==> config.mk <==
export PLATFORM = sky130hd
export DESIGN_NAME = core_boot_sequencer
export DESIGN_NICKNAME = d
export VERILOG_FILES = /design/src/rtl/core_boot_pkg.sv /design/src/rtl/boot_hold_counter.sv /design/src/rtl/core_boot_sequencer.sv
export SDC_FILE = /design/constraint.sdc
export NUM_CORES = 1
export LEC_CHECK = 0
export CORE_MARGIN = 2
export CORE_UTILIZATION = 53
export DETAILED_ROUTE_END_ITERATION = 7
export PLACE_DENSITY = 0.91
export REMOVE_ABC_BUFFERS = 1
export SLEW_MARGIN = 10
export SYNTH_ARGS = -nofsm -noshare
export SYNTH_HDL_FRONTEND = slang
export SYNTH_SLANG_ARGS = --single-unit
==> constraint.sdc <==
create_clock -name clk -period 6 [get_ports clk]
set_input_delay 1.8 -clock clk [delete_from_list [all_inputs] [get_ports clk]]
set_output_delay 1.8 -clock clk [all_outputs]
set_load 0.02 [all_outputs]
==> src/rtl/core_boot_pkg.sv <==
// Shared types and defaults for the core boot sequencer.
package core_boot_pkg;

  typedef enum logic [2:0] {
    S_IDLE,
    S_FETCH,
    S_WRITE,
    S_RST_CORE,
    S_RUN,
    S_DONE
  } boot_state_t;

  localparam int unsigned DEF_WRITE_HOLD  = 4;
  localparam int unsigned DEF_RST_CYCLES  = 2;
  localparam int unsigned DEF_RUN_TIMEOUT = 40000;

  // Word counts need one bit more than the address so a full memory is expressible.
  function automatic int unsigned boot_cnt_width(input int unsigned addr_len);
    return addr_len + 1;
  endfunction

endpackage

==> src/rtl/boot_hold_counter.sv <==
// Loadable down-counter with zero flag; times write holds, core reset and the watchdog.
module boot_hold_counter #(
  parameter int unsigned WIDTH = 32
) (
  input  logic             clk_i,
  input  logic             rst_ni,
  input  logic             load_i,
  input  logic [WIDTH-1:0] load_val_i,
  input  logic             dec_i,
  output logic             zero_o
);

  logic [WIDTH-1:0] count_q;

  always_ff @(posedge clk_i or negedge rst_ni) begin
    if (!rst_ni) begin
      count_q <= '0;
    end else if (load_i) begin
      count_q <= load_val_i;
    end else if (dec_i && (count_q != '0)) begin
      count_q <= count_q - WIDTH'(1);
    end
  end

  assign zero_o = (count_q == '0);

endmodule

==> src/rtl/core_boot_sequencer.sv <==
// Loads a program into the core over its APB-style port, then resets and runs it.
// Optional run watchdog enabled by defining BOOT_WATCHDOG_EN.
module core_boot_sequencer
  import core_boot_pkg::*;
#(
  parameter int unsigned DATA_LENGTH    = 32,
  parameter int unsigned ADDRESS_LENGTH = 11,
  parameter int unsigned WRITE_HOLD     = DEF_WRITE_HOLD,
  parameter int unsigned RST_CYCLES     = DEF_RST_CYCLES,
  parameter int unsigned RUN_TIMEOUT    = DEF_RUN_TIMEOUT
) (
  input  logic                    clk,
  input  logic                    rst,
  input  logic                    start,
  input  logic                    abort,
  input  logic [ADDRESS_LENGTH:0] prog_len,
  input  logic                    src_valid,
  input  logic [DATA_LENGTH-1:0]  src_data,
  output logic                    src_ready,
  output logic                    instruction_load_start,
  output logic [31:0]             addr_in,
  output logic [31:0]             data_in,
  output logic                    pselect,
  output logic                    pwrite,
  output logic                    pready,
  output logic                    core_select,
  output logic                    core_rst,
  input  logic                    run_complete,
  output logic                    busy,
  output logic                    done,
  output logic                    timeout,
  output logic [ADDRESS_LENGTH:0] words_loaded
);

  localparam int unsigned CntW = boot_cnt_width(ADDRESS_LENGTH);

  boot_state_t     state_q;
  logic [CntW-1:0] len_q, words_q, words_d;
  logic [31:0]     addr_q, data_q;
  logic            src_ready_q, ils_q, psel_q, core_sel_q, core_rst_q;
  logic            hs, last_word;
  logic            cnt_load, cnt_dec, cnt_zero;
  logic [31:0]     cnt_val;
`ifdef BOOT_WATCHDOG_EN
  logic            timeout_q;
`endif

  assign hs        = src_valid && src_ready_q;
  assign words_d   = words_q + CntW'(1);
  assign last_word = (words_d == len_q);

  // The counter is reloaded on the same edge that enters the phase it times.
  always_comb begin
    cnt_load = 1'b0;
    cnt_dec  = 1'b0;
    cnt_val  = '0;
    if (!abort) begin
      unique case (state_q)
        S_IDLE, S_DONE: begin
          if (start && (prog_len == '0)) begin
            cnt_load = 1'b1;
            cnt_val  = 32'(RST_CYCLES - 1);
          end
        end
        S_FETCH: begin
          if (hs) begin
            cnt_load = 1'b1;
            cnt_val  = 32'(WRITE_HOLD - 1);
          end
        end
        S_WRITE: begin
          if (!cnt_zero) begin
            cnt_dec = 1'b1;
          end else if (last_word) begin
            cnt_load = 1'b1;
            cnt_val  = 32'(RST_CYCLES - 1);
          end
        end
        S_RST_CORE: begin
          if (cnt_zero) begin
            cnt_load = 1'b1;
            cnt_val  = 32'(RUN_TIMEOUT - 1);
          end else begin
            cnt_dec = 1'b1;
          end
        end
`ifdef BOOT_WATCHDOG_EN
        S_RUN:   cnt_dec = 1'b1;
`endif
        default: ;
      endcase
    end
  end

  boot_hold_counter #(.WIDTH(32)) u_hold (
    .clk_i      (clk),
    .rst_ni     (rst),
    .load_i     (cnt_load),
    .load_val_i (cnt_val),
    .dec_i      (cnt_dec),
    .zero_o     (cnt_zero)
  );

  always_ff @(posedge clk or negedge rst) begin
    if (!rst) begin
      state_q     <= S_IDLE;
      len_q       <= '0;
      words_q     <= '0;
      addr_q      <= '0;
      data_q      <= '0;
      src_ready_q <= 1'b0;
      ils_q       <= 1'b0;
      psel_q      <= 1'b0;
      core_sel_q  <= 1'b0;
      core_rst_q  <= 1'b1;
`ifdef BOOT_WATCHDOG_EN
      timeout_q   <= 1'b0;
`endif
    end else if (abort) begin
      state_q     <= S_IDLE;
      src_ready_q <= 1'b0;
      ils_q       <= 1'b0;
      psel_q      <= 1'b0;
      core_sel_q  <= 1'b0;
      core_rst_q  <= 1'b1;
    end else begin
      unique case (state_q)
        S_IDLE, S_DONE: begin
          if (start) begin
            len_q   <= prog_len;
            words_q <= '0;
`ifdef BOOT_WATCHDOG_EN
            timeout_q <= 1'b0;
`endif
            if (prog_len == '0) begin
              state_q    <= S_RST_CORE;
              core_sel_q <= 1'b1;
              core_rst_q <= 1'b0;
            end else begin
              state_q     <= S_FETCH;
              ils_q       <= 1'b1;
              src_ready_q <= 1'b1;
              core_sel_q  <= 1'b0;
            end
          end
        end
        S_FETCH: begin
          if (hs) begin
            data_q      <= 32'(src_data);
            addr_q      <= 32'(words_q);
            src_ready_q <= 1'b0;
            psel_q      <= 1'b1;
            state_q     <= S_WRITE;
          end
        end
        S_WRITE: begin
          if (cnt_zero) begin
            psel_q  <= 1'b0;
            words_q <= words_d;
            if (last_word) begin
              ils_q      <= 1'b0;
              core_sel_q <= 1'b1;
              core_rst_q <= 1'b0;
              state_q    <= S_RST_CORE;
            end else begin
              src_ready_q <= 1'b1;
              state_q     <= S_FETCH;
            end
          end
        end
        S_RST_CORE: begin
          if (cnt_zero) begin
            core_rst_q <= 1'b1;
            state_q    <= S_RUN;
          end
        end
        S_RUN: begin
          if (run_complete) begin
            state_q <= S_DONE;
          end
`ifdef BOOT_WATCHDOG_EN
          else if (cnt_zero) begin
            timeout_q  <= 1'b1;
            core_sel_q <= 1'b0;
            state_q    <= S_DONE;
          end
`endif
        end
        default: state_q <= S_IDLE;
      endcase
    end
  end

  assign src_ready              = src_ready_q;
  assign instruction_load_start = ils_q;
  assign addr_in                = addr_q;
  assign data_in                = data_q;
  assign pselect                = psel_q;
  assign pwrite                 = psel_q;
  assign pready                 = psel_q;
  assign core_select            = core_sel_q;
  assign core_rst               = core_rst_q;
  assign busy                   = (state_q != S_IDLE) && (state_q != S_DONE);
  assign done                   = (state_q == S_DONE);
  assign words_loaded           = words_q;
`ifdef BOOT_WATCHDOG_EN
  assign timeout                = timeout_q;
`else
  assign timeout                = 1'b0;
`endif

endmodule

==> flow_metrics.py <==
metrics = {
    "power_and_ir_drop": {
        "p_per_area_nw_per_um2": 271.0,
        "p_leak_uw": 0.002965,
        "vdd_drop_max_mv": 0.2184,
    },
    "yosys": {
        "ys_types": 61,
        "seq_area_frac_synth": 0.4970,
        "synth_seq_cells": 108,
        "yosysTopAreaCellShare": 0.4922,
        "yosysMostFrequentCell": "dfrtp_1",
        "synth_area_um2": 5440,
        "syn-instance-count": 502,
        "ys_async_sr_fraction": 1.000,
        "synth.largest_area_cell": "dfrtp_1",
        "ys.warnings.count": 0,
        "synthFlopType": "dfrtp_1",
        "synthTopCellsByCount": "107 x dfrtp_1, 57 x mux2_2, 48 x nor2_1",
        "synthTopCellsByArea": "dfrtp_1 49%, mux2_2 12%, buf_4 3.7%",
        "synth_edf_count": 0,
        "syn_avg_cell_area_um2": 10.84,
    },
    "critical_path": {
        "cp_data_required_time_ps": 6250,
        "r2r_end": "u_hold.count_q[15]",
        "reg2reg_slack_ps": 2590,
        "crit_type": "in -> reg",
        "start_kind": "input pin",
        "regToRegStartpoint": "u_hold.count_q[18]",
        "rr_worst_depth": 7,
        "end_kind": "flop",
        "crit_fanout": 10,
        "critical_path_arrival_ps": 4330,
    },
    "clock_network": {
        "cts_root_buf": "clkbuf_8",
        "cts_setup_buffers": 0,
        "hold_buffers": 0,
        "clk_pin_slew_ps": 100,
        "cts_buffers": 9,
        "clock_path_buffers": 2,
        "cts_tree": "done",
        "htreeDepth": 3,
        "ctsResizeCount": 0,
        "clk_latency_ps": 390,
        "cts.sinks": 108,
    },
    "floorplan": {
        "initial_core_util": 0.5515,
        "die_w_um": 105.3,
        "core_area_um2": 9864,
        "dieArea_um2": 11090,
        "boundaryPins": 136,
        "die_h_um": 105.3,
        "rows": 36,
    },
    "layout": {
        "drive_gt1_frac": 0.1506,
        "syn_to_final_growth_pct": 24.89,
        "n_antenna_cell": 0,
        "final_area_um2": 6794,
        "nNetsFinal": 659,
    },
    "sta": {
        "fin_crit_ps": 4084,
        "tightest_slew_ps": 1053,
        "fmax_mhz": 244.8,
        "final.period_utilization": 0.6807,
        "setup_violations": 0,
        "rsz0062_at_grt": "no",
        "relSlewSlack": 0.2952,
        "clock_skew_ps": 11.44,
        "maxSlewViolCount": 0,
        "hold_violations": 0,
        "fin_setup_tns_ps": 0,
    },
    "routing": {
        "highest_layer": "met4",
        "drt-total-wl_um": 12410,
        "first_iter_violations": 299,
        "drcViolationCount": 0,
        "routedWlPerCell_um": 16.68,
        "dr.pass1.iters": 5,
        "ant_nets": 0,
        "post_drt_via_cell_ratio": 5.593,
        "num_vias": 4161,
        "wl_met1_um": 4864,
        "wl_met3_um": 877,
        "routed-wl-met2_um": 6482,
    },
    "global_routing": {
        "grt_usage": 0.2316,
        "grt_max_degree": 57,
        "grt_antenna_before_repair": 0,
        "grt_pass1_wl_um": 20550,
        "grt_pass1_vias": 4211,
        "grt_overflow": 0,
    },
    "placement": {
        "dp_hpwl_um": 8915,
        "routabilityCongestion": 0.8220,
        "numPortBuffers": 114,
        "place_area_um2": 6574,
    },
    "hold_path": {
        "hold_depth": 1,
        "hp-start": "addr_in[9]",
        "hold_path.class": "reg -> reg",
        "whs_endpoint": "addr_in[9]",
    },
    "run": {
        "maxCapViolCount": 0,
    },
    "outcome": {
        "status": "complete, no violations",
    },
}
==> sequential cells by signal, summed over array words and instances, names as in the netlist <==
register and cells:
len_q 12, pready 1, instruction_load_start 1, core_select 1, words_loaded 12, addr_in 12, state_q 3, core_rst 1
u_hold.count_q 32, src_ready 1, data_in 32
==> final cells by class <==
type,count,area [um^2]
Inverter,9,33.78
Clock buffer,10,137.6
Tap cell,133,166.4
Sequential cell,108,2704
Multi-Input combinational cell,361,2524
Timing Repair Buffer,117,1174
Fill cell,716,3070
Clock inverter,6,55.05
==> kinds of logic after synthesis <==
kind of cell	share of synthesized area
adders and majority gates	0.006900
and+or+nand+nor	0.1716
other	0.0006893
muxes	0.1198
xor gates and xnor gates	0.06440
buffers and inverters	0.05566
AOI/OAI and AO/OA	0.08395
DFF	0.4970
==> stage by stage <==
| step | worst slack (ps) | utilization | total power [uW] | hold WS (ps) | cells |
|---|---|---|---|---|---|
| after global routing | 1727 | 0.6887 | 1932 | 535.2 | 744 |
| after CTS | 1922 | 0.6859 | 1860 | 522.0 | 743 |
| final | 1916 | 0.6887 | 1841 | 514.4 | 744 |
| after detailed placement | 1506 | 0.6664 | 1422 | 495.5 | 727 |
| after global placement | 1647 | 0.6664 | 1393 | 487.3 | 727 |
| after floorplan | 1588 | - | 1172 | 495.6 | 478 |
==> per-layer routing <==
| layer | up-vias | track usage |
|---|---|---|
| met4 | 0 | 0.06286 |
| met1 | 2050 | 0.2851 |
| li1 | 1926 | - |
| met2 | 168 | 0.4000 |
| met5 | - | 0 |
| met3 | 17 | 0.06432 |
==> power by group <==
| part | switching [uW] | leakage (uW) | internal, uW |
|---|---|---|---|
| clock | 268 | 0.0000929 | 170 |
| combinational | 249 | 0.00145 | 263 |
| sequential | 65.4 | 0.00142 | 826 |
| total | 582 | 0.00297 | 1260 |
==> worst max-delay path, stage by stage <==
cell             delay, ps
clkdlybuf4s50_1        600
nor3b_1                600
nand2_1                270
nor4_2                 600
nand3_1                210
xor2_1                 200
nor2_1                  50
==> worst max-delay path by stage <==
stage	start	endpoint	cells past startpoint
after floorplan	src_valid	addr_in[0]	3
after global placement	abort	u_hold.count_q[12]	6
after detailed placement	abort	u_hold.count_q[15]	6
after CTS	abort	u_hold.count_q[15]	6
after global routing	abort	u_hold.count_q[22]	7
final	abort	u_hold.count_q[30]	7
==> cells in the final DEF, fill, tap and decap left out, types with 4 or more instances in the layout <==
master	synthesis	routed
a21oi_1	13	13
and2_1	7	7
clkbuf_8	0	10
clkdlybuf4s50_1	0	113
conb_1	1	21
dfrtp_1	107	107
inv_1	9	9
mux2_2	57	57
nand2_1	34	34
nand2b_1	5	5
nand3_1	11	11
nand4b_1	4	4
nor2_1	48	47
nor2b_1	6	6
nor3_1	7	7
nor4_1	9	9
o211ai_1	4	4
o21ai_0	23	23
o21ai_1	8	8
o31ai_1	5	5
o41ai_1	4	4
or3_1	5	5
xnor2_1	20	20
xor2_1	20	20
Note: power is estimated with default switching activity, not from simulation.
